## src/rtl/instruction_queue_if.sv

```systemverilog
// Fetch/decode handshake bundle for the instruction queue.
interface instruction_queue_if #(
  parameter int unsigned WIDTH = 32
);
  logic             pushValid;
  logic [WIDTH-1:0] pushPc;
  logic [WIDTH-1:0] pushInstruction;
  logic             pushReady;
  logic             popReady;
  logic             popValid;
  logic [WIDTH-1:0] popPc;
  logic [WIDTH-1:0] popInstruction;

  // Queue side: consumes pushes, presents the head entry.
  modport slave (
    input  pushValid, pushPc, pushInstruction, popReady,
    output pushReady, popValid, popPc, popInstruction
  );

  // Fetch/decode side: drives pushes and pop acceptance.
  modport master (
    output pushValid, pushPc, pushInstruction, popReady,
    input  pushReady, popValid, popPc, popInstruction
  );
endinterface

```

## src/rtl/instruction_queue.sv

```systemverilog
// Circular-buffer instruction queue between fetch and decode, with flush.
module instruction_queue #(
  parameter int unsigned WIDTH = 32,
  parameter int unsigned DEPTH = 4
) (
  input  logic                       clk,
  input  logic                       reset,
  instruction_queue_if.slave         q_if,
  input  logic                       flush,
  output logic [$clog2(DEPTH):0]     count
);

  localparam int unsigned PTR_W = $clog2(DEPTH);
  localparam int unsigned CNT_W = PTR_W + 1;

  logic [PTR_W-1:0] rd_ptr_q, rd_ptr_d;
  logic [PTR_W-1:0] wr_ptr_q, wr_ptr_d;
  logic [CNT_W-1:0] count_q, count_d;
  logic [WIDTH-1:0] pc_mem_q  [DEPTH];
  logic [WIDTH-1:0] pc_mem_d  [DEPTH];
  logic [WIDTH-1:0] ins_mem_q [DEPTH];
  logic [WIDTH-1:0] ins_mem_d [DEPTH];

  logic full_c;
  logic empty_c;
  logic do_push_c;
  logic do_pop_c;

  // Handshake qualification from registered occupancy only; flush overrides both.
  always_comb begin
    full_c    = (count_q == CNT_W'(DEPTH));
    empty_c   = (count_q == '0);
    do_push_c = q_if.pushValid && !full_c && !flush;
    do_pop_c  = q_if.popReady && !empty_c && !flush;
  end

  // Next-state for pointers, occupancy and storage.
  always_comb begin
    rd_ptr_d  = rd_ptr_q;
    wr_ptr_d  = wr_ptr_q;
    count_d   = count_q;
    pc_mem_d  = pc_mem_q;
    ins_mem_d = ins_mem_q;
    if (flush) begin
      rd_ptr_d = '0;
      wr_ptr_d = '0;
      count_d  = '0;
    end else begin
      if (do_push_c) begin
        pc_mem_d[wr_ptr_q]  = q_if.pushPc;
        ins_mem_d[wr_ptr_q] = q_if.pushInstruction;
        wr_ptr_d            = wr_ptr_q + PTR_W'(1);
      end
      if (do_pop_c) begin
        rd_ptr_d = rd_ptr_q + PTR_W'(1);
      end
      if (do_push_c && !do_pop_c) begin
        count_d = count_q + CNT_W'(1);
      end else if (do_pop_c && !do_push_c) begin
        count_d = count_q - CNT_W'(1);
      end
    end
  end

  // State registers; reset clears pointers, count and storage immediately.
  always_ff @(posedge clk or posedge reset) begin
    if (reset) begin
      rd_ptr_q <= '0;
      wr_ptr_q <= '0;
      count_q  <= '0;
      for (int i = 0; i < int'(DEPTH); i++) begin
        pc_mem_q[i]  <= '0;
        ins_mem_q[i] <= '0;
      end
    end else begin
      rd_ptr_q  <= rd_ptr_d;
      wr_ptr_q  <= wr_ptr_d;
      count_q   <= count_d;
      pc_mem_q  <= pc_mem_d;
      ins_mem_q <= ins_mem_d;
    end
  end

  // Head entry is presented combinationally; empty queue shows a zero NOP.
  always_comb begin
    q_if.pushReady      = !full_c;
    q_if.popValid       = !empty_c;
    q_if.popPc          = empty_c ? '0 : pc_mem_q[rd_ptr_q];
    q_if.popInstruction = empty_c ? '0 : ins_mem_q[rd_ptr_q];
    count               = count_q;
  end

endmodule
```

## src/flat_wrapper.sv

```systemverilog
// flat-port wrapper written by rule: the top's interface ports become plain ports
module instruction_queue_flat 
#(
  parameter int unsigned WIDTH = 32,
  parameter int unsigned DEPTH = 4
)
  (clk, reset, flush, count, q_if_pushValid, q_if_pushPc, q_if_pushInstruction, q_if_popReady, q_if_pushReady, q_if_popValid, q_if_popPc, q_if_popInstruction);
  instruction_queue_if #(.WIDTH(WIDTH)) q_if_i ();
  input  logic clk;
  input  logic reset;
  input  logic flush;
  output logic [$clog2(DEPTH):0] count;
  input wire logic [$bits(q_if_i.pushValid)-1:0] q_if_pushValid;
  input wire logic [$bits(q_if_i.pushPc)-1:0] q_if_pushPc;
  input wire logic [$bits(q_if_i.pushInstruction)-1:0] q_if_pushInstruction;
  input wire logic [$bits(q_if_i.popReady)-1:0] q_if_popReady;
  output wire logic [$bits(q_if_i.pushReady)-1:0] q_if_pushReady;
  output wire logic [$bits(q_if_i.popValid)-1:0] q_if_popValid;
  output wire logic [$bits(q_if_i.popPc)-1:0] q_if_popPc;
  output wire logic [$bits(q_if_i.popInstruction)-1:0] q_if_popInstruction;
  assign q_if_i.pushValid = q_if_pushValid;
  assign q_if_i.pushPc = q_if_pushPc;
  assign q_if_i.pushInstruction = q_if_pushInstruction;
  assign q_if_i.popReady = q_if_popReady;
  assign q_if_pushReady = q_if_i.pushReady;
  assign q_if_popValid = q_if_i.popValid;
  assign q_if_popPc = q_if_i.popPc;
  assign q_if_popInstruction = q_if_i.popInstruction;
  instruction_queue #(.WIDTH(WIDTH), .DEPTH(DEPTH)) u_core (.clk(clk), .reset(reset), .q_if(q_if_i), .flush(flush), .count(count));
endmodule
```

## config.mk

```make
export PLATFORM = sky130hd
export DESIGN_NAME = instruction_queue_flat
export DESIGN_NICKNAME = d
export VERILOG_FILES = /design/src/rtl/instruction_queue_if.sv /design/src/rtl/instruction_queue.sv /design/src/flat_wrapper.sv
export SDC_FILE = /design/constraint.sdc
export NUM_CORES = 1
export LEC_CHECK = 0
export CORE_ASPECT_RATIO = 0.75
export CORE_MARGIN = 3
export CORE_UTILIZATION = 55
export DETAILED_ROUTE_END_ITERATION = 8
export GPL_TIMING_DRIVEN = 0
export PLACE_DENSITY_LB_ADDON = 0.25
export REMOVE_ABC_BUFFERS = 1
export SLEW_MARGIN = 5
export SYNTH_ARGS = -nofsm -noshare
export SYNTH_HDL_FRONTEND = slang
export SYNTH_SLANG_ARGS = --single-unit
export TNS_END_PERCENT = 1
```

## constraint.sdc

```tcl
create_clock -name clk -period 19.31 [get_ports clk]
set_input_delay 4.8275 -clock clk [delete_from_list [all_inputs] [get_ports clk]]
set_output_delay 4.8275 -clock clk [all_outputs]
set_load 0.05 [all_outputs]
```

Word level (Yosys, flattened, before mapping)
Cells that the tools add are included.
{"block": "op_classes", "n_addsub": 4, "magnitude_cmp": 3, "n_eq_ne": 1, "muxes": 19, "n_bitwise": 3, "n_reduce_logical": 17}
{"operator": "$bwmux W128", "count": 2}
{"operator": "$mux W32", "count": 7}
{"operator": "$bmux W32 S2", "count": 2}
{"operator": "$demux W32 S2", "count": 1}
{"operator": "$mux W3", "count": 3}
{"operator": "$mux W2", "count": 4}
{"operator": "$logic_and A1 B1 Y1", "count": 7}
{"operator": "$ge A3 B3 Y1 const B", "count": 2}
{"operator": "$not A2 Y3", "count": 2}
{"operator": "$logic_not A1 Y1", "count": 5}
{"operator": "$add A2 B1 Y2 const B", "count": 2}
{"operator": "$reduce_bool A2 Y1", "count": 2}
{"operator": "$add A3 B1 Y3 const B", "count": 1}
{"operator": "$eq A3 B3 Y1 const B", "count": 1}
{"operator": "$logic_not A3 Y1", "count": 1}
{"operator": "$lt A3 B1 Y1 const B", "count": 1}
{"operator": "$reduce_bool A3 Y1", "count": 1}
{"operator": "$sub A3 B1 Y3 const B", "count": 1}
{"operator": "$reduce_and A2 Y1", "count": 1}
{"operator": "$not A1 Y1", "count": 1}
{"block": "totals", "register_bits": 263, "input_bits": 69, "word_cells": 58}

Longest topological paths before layout
Gate-level depths: netlist of run 1.
{"block": "logic_depth", "ltp_word": 9, "depth_mapped": 7}

Worst setup path before layout of run 1
No wires, ideal clock.
{"block": "synth_path", "path_kind": "reg-to-output", "from": "register u_core.count_q[1], in the netlist u_core.count[1]", "to": "output q_if_popPc[22]", "arrival_ns": 2.070, "path_slack_ns": 12.412, "stages_incl_launch_ff": 4, "path_cell_list": "dfrtp_1 -> or3_2 -> clkbuf_1 -> and2_1"}
{"block": "synth_between", "elab_chain_len": 2}
{"item": "start, declared", "line_no": "instruction_queue.sv:18", "rtl": "logic [CNT_W-1:0] count_q, count_d;"}
{"item": "start signal, assigned", "line_no": "instruction_queue.sv:78", "rtl": "count_q <= count_d;"}
{"item": "$logic_not A3 Y1", "line_no": "instruction_queue.sv:32", "rtl": "empty_c = (count_q == '0);"}
{"item": "$mux W32", "line_no": "instruction_queue.sv:88", "rtl": "q_if.popPc = empty_c ? '0 : pc_mem_q[rd_ptr_q];"}
{"item": "end, declared", "line_no": "flat_wrapper.sv:19", "rtl": "output wire logic [$bits(q_if_i.popPc)-1:0] q_if_popPc;"}
Every way passes these cells.

Worst setup path after layout of run 1
{"block": "layout_path", "from": "register u_core.rd_ptr_q[0]", "to": "output q_if_popInstruction[22]"}
{"block": "layout_between", "elab_chain_len": 5}
{"item": "start, declared", "line_no": "instruction_queue.sv:16", "rtl": "logic [PTR_W-1:0] rd_ptr_q, rd_ptr_d;"}
{"item": "start signal, assigned", "line_no": "instruction_queue.sv:76", "rtl": "rd_ptr_q <= rd_ptr_d;"}
{"item": "$not A2 Y3 (not written as such)", "line_no": "instruction_queue.sv:89", "rtl": "q_if.popInstruction = empty_c ? '0 : ins_mem_q[rd_ptr_q];"}
{"item": "$bmux W32 S2", "line_no": "instruction_queue.sv:89"}
{"item": "$mux W32 (not written as such) (2 in a row)", "line_no": "instruction_queue.sv:89"}
{"item": "$mux W32", "line_no": "instruction_queue.sv:89"}
{"item": "end, declared", "line_no": "flat_wrapper.sv:20", "rtl": "output wire logic [$bits(q_if_i.popInstruction)-1:0] q_if_popInstruction;"}
Every way passes these cells. The select of a mux whose other input is x is not followed.

==> results of run 1 <==
[worst min-delay path by stage]
stage / from / to / slack, ns / depth (start not counted)
after global routing: u_core.pc_mem_q[103] / u_core.pc_mem_q[103] / 0.51 / 1
after CTS: u_core.ins_mem_q[42] / u_core.ins_mem_q[42] / 0.50 / 1
after detailed placement: u_core.ins_mem_q[15] / u_core.ins_mem_q[15] / 0.49 / 1
after floorplan: u_core.ins_mem_q[42] / u_core.ins_mem_q[42] / 0.47 / 1
final: u_core.ins_mem_q[42] / u_core.ins_mem_q[42] / 0.50 / 1
after global placement: u_core.ins_mem_q[62] / u_core.ins_mem_q[62] / 0.48 / 1
[worst register-to-register path, delay by kind of cell (launching register included)]
| kind | cells | cell delay [ns] |
|---|---|---|
| flip-flops | 1 | 0.49 |
| multiplexers | 1 | 0.70 |
| buffers and inverters | 1 | 0.15 |
| AND/OR/NAND/NOR | 2 | 1.19 |
[synthesized netlist by cell type (4+ instances only)]
cell type / instances / area, µm²
dfrtp_1: 263 / 6580
mux2_2: 172 / 1940
mux2_4: 86 / 1290
and2_1: 64 / 400
mux4_2: 64 / 1440
buf_6: 25 / 282
clkbuf_1: 10 / 37.5
nor2_1: 9 / 33.8
buf_2: 8 / 40.0
buf_4: 7 / 52.6
inv_1: 6 / 22.5
ha_1: 4 / 50.1
nand3_4: 4 / 70.1
[power breakdown]
| part | leakage (nW) | internal (mW) | switching (mW) |
|---|---|---|---|
| clock | 0.442 | 0.332 | 0.209 |
| sequential | 3.31 | 0.776 | 0.147 |
| combinational | 2.89 | 0.607 | 0.630 |
[cell families (layout without fill, tap and decap cells)]
group / Yosys count / in the layout / synth area share, %
flops: 263 / 263 / 52.8
xor+xnor: 2 / 2 / 0.141
simple gates: 86 / 86 / 4.67
compound gates: 11 / 11 / 0.652
fa+ha+maj: 5 / 5 / 0.562
mux: 324 / 324 / 37.6
buf+inv: 58 / 192 / 3.57
[flip-flops by register name (all words and copies together), names as in the netlist]
| signal | count |
|---|---|
| u_core.ins_mem_q | 128 |
| u_core.pc_mem_q | 128 |
| u_core.count | 3 |
| u_core.rd_ptr_q | 2 |
| u_core.wr_ptr_q | 2 |
[metrics by stage]
| stage | area (µm²) | utilization [%] | worst slack [ns] | total power [mW] | std cells |
|---|---|---|---|---|---|
| after floorplan | 12100 | - | 7.24 | 1.79 | 698 |
| after global placement | 13800 | 62.2 | 4.88 | 2.12 | 1129 |
| after detailed placement | 13900 | 62.8 | 11.51 | 2.17 | 1133 |
| after CTS | 14800 | 66.9 | 11.13 | 2.72 | 1177 |
| after global routing | 14800 | 66.9 | 11.01 | 2.83 | 1177 |
| final | 14800 | 66.9 | 11.21 | 2.70 | 1177 |
[layer usage]
layer  vias up  GRT usage [%]  part of all wire (%)
li1       2965              -                     -
met1      3588           27.6                    42
met2       155           37.7                    51
met3        43           4.97                   5.2
met4         4           4.47                   1.8
met5         -              0                 0.073
[cell type report]
cell class	instances	area, µm²	area share [%]
well taps	294	368	2.48
repair buffers	141	1480	9.99
inverters	7	36.3	0.245
multi-input cells	428	5440	36.7
clock inverters	10	180	1.21
flip-flops and latches	263	6590	44.4
clock buffers	34	732	4.94
==> results.toml, run 1 <==
[worst_setup_path]
setup.worst_path.start = "u_core.rd_ptr_q[0]"
rr_worst_depth = 4
max_stage_delay_ns = 0.96
timing.rr.start = "u_core.count[2]"
crit_family = "buffers and inverters"
end_kind = "output port"
arrival_ns = 3.27
worstPathCellList = "buf_16, mux4_2, and2_1, clkdlybuf4s50_1"
cp.required_ns = 14.48
start_kind = "register"
cp_num_buf_inv = 2
cp-endpoint = "q_if_popInstruction[22]"
path_class = "reg2out"
crit_cells = 4
crit_fanout = 37
r2r_end = "u_core.pc_mem_q[63]"
slowest_stage = "dfrtp_4"
r2r_setup_slack_ns = 16.66

[routing]
vias = 6755
viasPerCell = 5.74
ant_nets = 0
drcViolationCount = 0
drt_first_pass_iters = 4
routedWlPerCell_um = 22.2
drtIter0Drc = 301
drt_wl_total_um = 26100

[yosys]
synth_area_mm2 = 0.0125
ys_seq_area_share_pct = 52.8
synthFlopType = "dfrtp_1"
async_reset_ff_share_pct = 100
ys_warn_count = 0
synthCells = 749
synth-edff-count = 0
synth_seq_cells = 263
yosysUniqueCellTypes = 34
syn_avg_cell_area_um2 = 16.6

[timing]
slew_headroom_pct = 13.8
fin_crit_sh_pct = 41.9
min_period_ns = 8.10
setup_tns_ns = 0
tightest_slew_ns = 1.29
fin_hold_ws_ns = 0.503
finalSetupViolCount = 0
final_hold_viol_count = 0
rsz0062_at_grt = "no"
fmax_mhz = 123
slew_viol_final = 0
fin_skew_ns = 0.00823

[grt]
grt_max_degree = 118
grt.total_usage_pct = 21.4
overflow = 0
antenna_found_initial = 2
grt_first_pass_wirelength_um = 42000
first_global_vias = 7658

[clock_tree]
holdBufCountCts = 0
cts_buffers = 27
clock-sinks = 263
cts-root-buf = "clkbuf_16"
htree_num_levels = 1
clk_latency_ns = 0.52
cts_buffer_depth = 3
cts_tree = "built"
path_clk_slew_ns = 0.06
post_cts_buffers = 0
cts_resized = 0

[hold_path]
hp-class = "reg2reg"

[floorplanning]
dieArea_mm2 = 0.0245
fp-row-count = 47
die_x_um = 180
die_height_um = 136
floorplan.core_area_mm2 = 0.0222
io_pins = 138
initial_core_util_pct = 56.2

[finish]
nets = 942
num_antenna_cells = 0
drive_gt1_share_pct = 42.8
area_growth_syn_to_layout_pct = 19.0
final_common_cell = "dfrtp_1"
mostFrequentLayoutCells = "dfrtp_1 (261), mux2_2 (172), clkdlybuf4s50_1 (137)"
nFillCells = 1491

[power_and_ir_drop]
leakage_nw = 6.65
p_per_area_mw_per_mm2 = 182
peakVddDrop_uv = 114

[status]
status = "completed"

[placed_design]
place_congestion = 0.712
dpl.hpwl_um = 15300
numPortBuffers = 137

[flow_run]
max_cap_viol_count = 0
No activity file was read; power rests on OpenSTA's default activity.
==> run 2: changes to the inputs <==
CORE_UTILIZATION = 51   (was 55)
clock period = 6.85 ns   (was 19.31 ns; I/O delays follow)
==> results.toml, run 2 (synthesis results as in run 1) <==
[status]
status = "completed"

[worst_setup_path]
cp.required_ns = 5.14
r2r_end = "u_core.pc_mem_q[46]"
worstPathCellList = "buf_16, mux4_2, and2_1, clkdlybuf4s50_1"
end_kind = "output port"
path_class = "reg2out"
rr_worst_depth = 4
start_kind = "register"
crit_fanout = 38
arrival_ns = 3.33
timing.rr.start = "u_core.count[2]"
r2r_setup_slack_ns = 4.16
max_stage_delay_ns = 0.99
slowest_stage = "dfrtp_4"

[floorplanning]
initial_core_util_pct = 53.1
floorplan.core_area_mm2 = 0.0235
die_height_um = 141
fp-row-count = 48
dieArea_mm2 = 0.0264
io_pins = 138
die_x_um = 187

[grt]
grtUsageMet1_pct = 26.4
grt_max_degree = 105
first_global_vias = 7900
grtUsageMet2_pct = 35.9
grt_first_pass_wirelength_um = 43500
busiest_layer = "met2"
met3_usage_pct = 4.77
antenna_found_initial = 0
overflow = 0
grt.total_usage_pct = 20.5

[finish]
num_antenna_cells = 0
final_common_cell = "dfrtp_1"
fin_util_pct = 63.6
nets = 943
area_growth_syn_to_layout_pct = 19.8
layout.cells.non_filler = 1213
drive_gt1_share_pct = 43.2
mostFrequentLayoutCells = "dfrtp_1 (261), mux2_2 (172), clkdlybuf4s50_1 (137)"

[timing]
final_hold_viol_count = 0
slew_headroom_pct = 12.1
tightest_slew_ns = 1.32
finalSetupViolCount = 0
fin_crit_sh_pct = 73.6
fmax_mhz = 198
fin_skew_ns = 0.00947
slew_viol_final = 0
rsz0062_at_grt = "no"
min_period_ns = 5.04

[clock_tree]
path_clk_slew_ns = 0.06
clk_latency_ns = 0.52
holdBufCountCts = 0
cts_resized = 0
cts_buffers = 27
cts_tree = "built"
cts_buffer_depth = 3
htree_num_levels = 1
post_cts_buffers = 0
cts-root-buf = "clkbuf_16"
clock-sinks = 263

[placed_design]
dp_cells = 1164
place_congestion = 0.721
dpl.hpwl_um = 15600
numPortBuffers = 137

[hold_path]
min_path_cells = 1
hp-class = "reg2reg"
min_to = "u_core.ins_mem_q[46]"
hp-start = "u_core.ins_mem_q[46]"

[power_and_ir_drop]
leakage_nw = 6.69
power_mw = 7.65
peakVddDrop_uv = 294
p_per_area_mw_per_mm2 = 512

[routing]
vias = 6864
drt_wl_total_um = 26500
drt_first_pass_iters = 4
ant_nets = 0
viasPerCell = 5.66
drtIter0Drc = 368
drcViolationCount = 0
routedWlPerCell_um = 21.8

[flow_run]
max_cap_viol_count = 0
-- run 2: cell count changes in the layout (fill, tap and decap cells not counted), sizes merged --
cell    previous run  this run
clkinv             3         6
buf                4         5
clkbuf            34        35
-- run 2: how the worst max path moves through the flow --
stage | end | from | depth (start not counted) | slack (ns)
after floorplan | u_core.count[0] | reset | 1 | -2.10
after global placement | u_core.ins_mem_q[125] | reset | 2 | -4.36
after detailed placement | u_core.ins_mem_q[76] | flush | 4 | 2.09
after CTS | q_if_popInstruction[27] | u_core.rd_ptr_q[0] | 4 | 1.73
after global routing | q_if_popInstruction[27] | u_core.rd_ptr_q[0] | 4 | 1.63
final | q_if_popInstruction[27] | u_core.rd_ptr_q[0] | 4 | 1.81
-- run 2: through the flow --
stage                     area (µm²)  hold WS, ns  setup TNS, ns  setup WS, ns
after detailed placement       14000        0.487              0          2.09
final                          14900        0.502              0          1.81
after CTS                      14900        0.501              0          1.73
after floorplan                12100        0.474        -553.01         -2.10
after global placement         13800        0.481       -1155.82         -4.36
after global routing           14900        0.515              0          1.63
-- run 2: layout make-up --
type	instances	area, µm²
fillers	1640	8550
flip-flops and latches	263	6590
multi-input cells	428	5440
repair buffers	142	1510
clock buffers	35	756
well taps	325	407
clock inverters	13	195
inverters	7	36.3
-- run 2: power by group --
part	switching, mW	internal, mW	total (mW)
Sequential	0.417	2.19	2.60
Clock	0.597	0.962	1.56
Combinational	1.77	1.71	3.48
Total	2.79	4.86	7.65
-- run 2: routing by layer --
metal,vias to the layer above,part of all wire (%)
li1,2982,-
met1,3682,43
met2,153,50
met3,47,5.1
met4,0,2.0
met5,-,0
-- run 2: critical path: cells and delay by family (launching register included) --
kind | cells | cell delay [ns]
AND/OR/NAND/NOR | 1 | 0.18
multiplexers | 1 | 0.54
buffers and inverters | 2 | 1.09
flip-flops | 1 | 0.99
==> variant, RTL diff (config.mk and constraints of run 2) <==
`DEPTH` is set to 4 in 2 places; all go to 2.
--- a/src/rtl/instruction_queue.sv
+++ b/src/rtl/instruction_queue.sv
@@ -1,7 +1,7 @@
 // Circular-buffer instruction queue between fetch and decode, with flush.
 module instruction_queue #(
   parameter int unsigned WIDTH = 32,
-  parameter int unsigned DEPTH = 4
+  parameter int unsigned DEPTH = 2
 ) (
   input  logic                       clk,
   input  logic                       reset,
--- a/src/flat_wrapper.sv
+++ b/src/flat_wrapper.sv
@@ -2,7 +2,7 @@
 module instruction_queue_flat 
 #(
   parameter int unsigned WIDTH = 32,
-  parameter int unsigned DEPTH = 4
+  parameter int unsigned DEPTH = 2
 )
   (clk, reset, flush, count, q_if_pushValid, q_if_pushPc, q_if_pushInstruction, q_if_popReady, q_if_pushReady, q_if_popValid, q_if_popPc, q_if_popInstruction);
   instruction_queue_if #(.WIDTH(WIDTH)) q_if_i ();
Ports: changed (resized count); port bits go from 138 to 137. The function was not compared with the original's and may differ.
==> variant against run 2 <==
Clock power decreased by 35%; final cell count decreased by 38%; sequential cell count decreased by 131; setup slack improved by 650 ps; total power decreased by 63%; final area decreased by 43%; area after synthesis decreased by 51%; wire length decreased by 49%; first-iteration DRC count decreased by 64%; combinational power decreased by 79%; synthesized cell count decreased by 42%; critical path type unchanged; critical endpoint is now q_if_popPc[18]; highest routed layer unchanged.
==> variant: results (changes against run 2) <==
Run status
  – Outcome: completed (unchanged)

Critical path
  – Slowest stage delay, CP: 740 ps (was 990 ps)
  – Critical R2R Launch: u_core.count[0] (was u_core.count[2])
  – Worst R2R Path Depth: 6 (was 4)
  – Largest fanout on the critical path: 34 (was 38)
  – Arrival time reported for the critical path endpoint: 2680 ps (was 3330 ps)
  – Crit path capture: q_if_popPc[18] (was q_if_popInstruction[27])
  – Slowest-stage cell, CP: sky130_fd_sc_hd__clkdlybuf4s50_1 (was sky130_fd_sc_hd__dfrtp_4)
  – Critical R2R Capture: u_core.ins_mem_q[18] (was u_core.pc_mem_q[46])

Pwr
  – Leakage power total: 3.60 nW (was 6.69 nW)
  – Power density over the cells: 334 mW/mm^2 (was 512 mW/mm^2)
  – Worst voltage drop across the vdd grid: 0.000205 V (was 0.000294 V)

Placed design
  – Final RePlAce weighted congestion: 0.717 (was 0.721)
  – DP Worst Slack: 2490 ps (was 2090 ps)
  – Post-place instance area: 0.00784 mm^2 (was 0.0140 mm^2)
  – Port Buffer Count: 136 (was 137)
  – Inst Count DP: 723 (was 1164)
  – Estimated wirelength of the detail-placed design: 8950 um (was 15600 um)

STA
  – Portion of the clock cycle consumed by the worst path in the final layout: 64.2% (was 73.6%)
  – Worst hold slack across all endpoints: 499 ps (was 502 ps)

Synthesis
  – Largest cells by area after synthesis: sky130_fd_sc_hd__dfrtp_1, sky130_fd_sc_hd__mux2_4, sky130_fd_sc_hd__mux2_2 (was sky130_fd_sc_hd__dfrtp_1, sky130_fd_sc_hd__mux2_2, sky130_fd_sc_hd__mux4_2)
  – Avg Inst Size Synth: 14.1 um^2 (was 16.6 um^2)
  – Fraction of synthesis flops using an asynchronous set or reset pin: 100% (unchanged)

Global routing
  – Fraction of met1 tracks used by global routing: 26.8% (was 26.4%)
  – Global routing usage summed across all routing layers: 21.3% (was 20.5%)
  – Met2 layer usage reported by global route: 35.9% (about the same)
  – Vias in the first global route: 4375 (was 7900)
  – Wire length of the first global-routing pass: 22700 um (was 43500 um)
  – Met3 demand-to-capacity share in global routing: 6.90% (was 4.77%)
  – Pin count of the biggest net entering global routing: 95 (was 105)

Clocking
  – Post-CTS setup repair buffer count: 0 (unchanged)
  – Number of buffers inserted during clock tree synthesis: 17 (was 27)
  – Maximum buffer depth of the clock tree: 2 (was 3)
  – Clock latency at the later pin of the worst-skew pair: 400 ps (was 520 ps)

Hold path
  – Worst min-delay path startpoint: u_core.ins_mem_q[4] (was u_core.ins_mem_q[46])
  – Min-Delay Endpoint: u_core.ins_mem_q[4] (was u_core.ins_mem_q[46])

Layout
  – Ratio of cells with drive above 1 in the final layout: 30.4% (was 43.2%)
  – Number of filler instances in the final layout: 782 (was 1640)
  – Net count, final: 649 (was 943)

Drt
  – Average wire per cell in the routed design: 18.0 um (was 21.8 um)
  – Met2 wire length: 6730 um (was 13100 um)
  – Met1 WL: 5860 um (was 11500 um)
  – Wire length on met3: 936 um (was 1360 um)
  – Detailed Route Iter0 Violations: 131 (was 368)
## variant: changes by cell type in the layout (fill, tap and decap cells not counted), sizes merged, moves of 9 or more
| cell | run 2 | this run |
|---|---|---|
| mux4 | 64 | 0 |
| clkbuf | 35 | 20 |
| buf | 5 | 14 |
| and2 | 64 | 0 |
| nor2 | 9 | 66 |
| dfrtp | 263 | 132 |
| mux2i | 2 | 65 |
| mux2 | 258 | 128 |
## variant: kinds of logic after synthesis
logic type      Yosys count  share of synthesized area (%)
compound gates            8                          0.731
xor+xnor                  1                          0.142
buf+inv                  31                           2.86
flops                   132                           53.6
mux                     193                           37.6
simple gates             73                           5.11
## variant: layout make-up
cell class,instances,area share (%)
timing repair buffer,150,19.0
clock buffer,20,5.37
inverter,4,0.236
clock inverter,12,2.37
multi-input combinational,275,31.7
tap,162,2.39
sequential,132,38.9
## variant: power by group
group	internal [mW]	switching, mW	total (mW)
sequential	0.972	0.114	1.09
clock	0.667	0.339	1.01
combinational	0.381	0.366	0.747
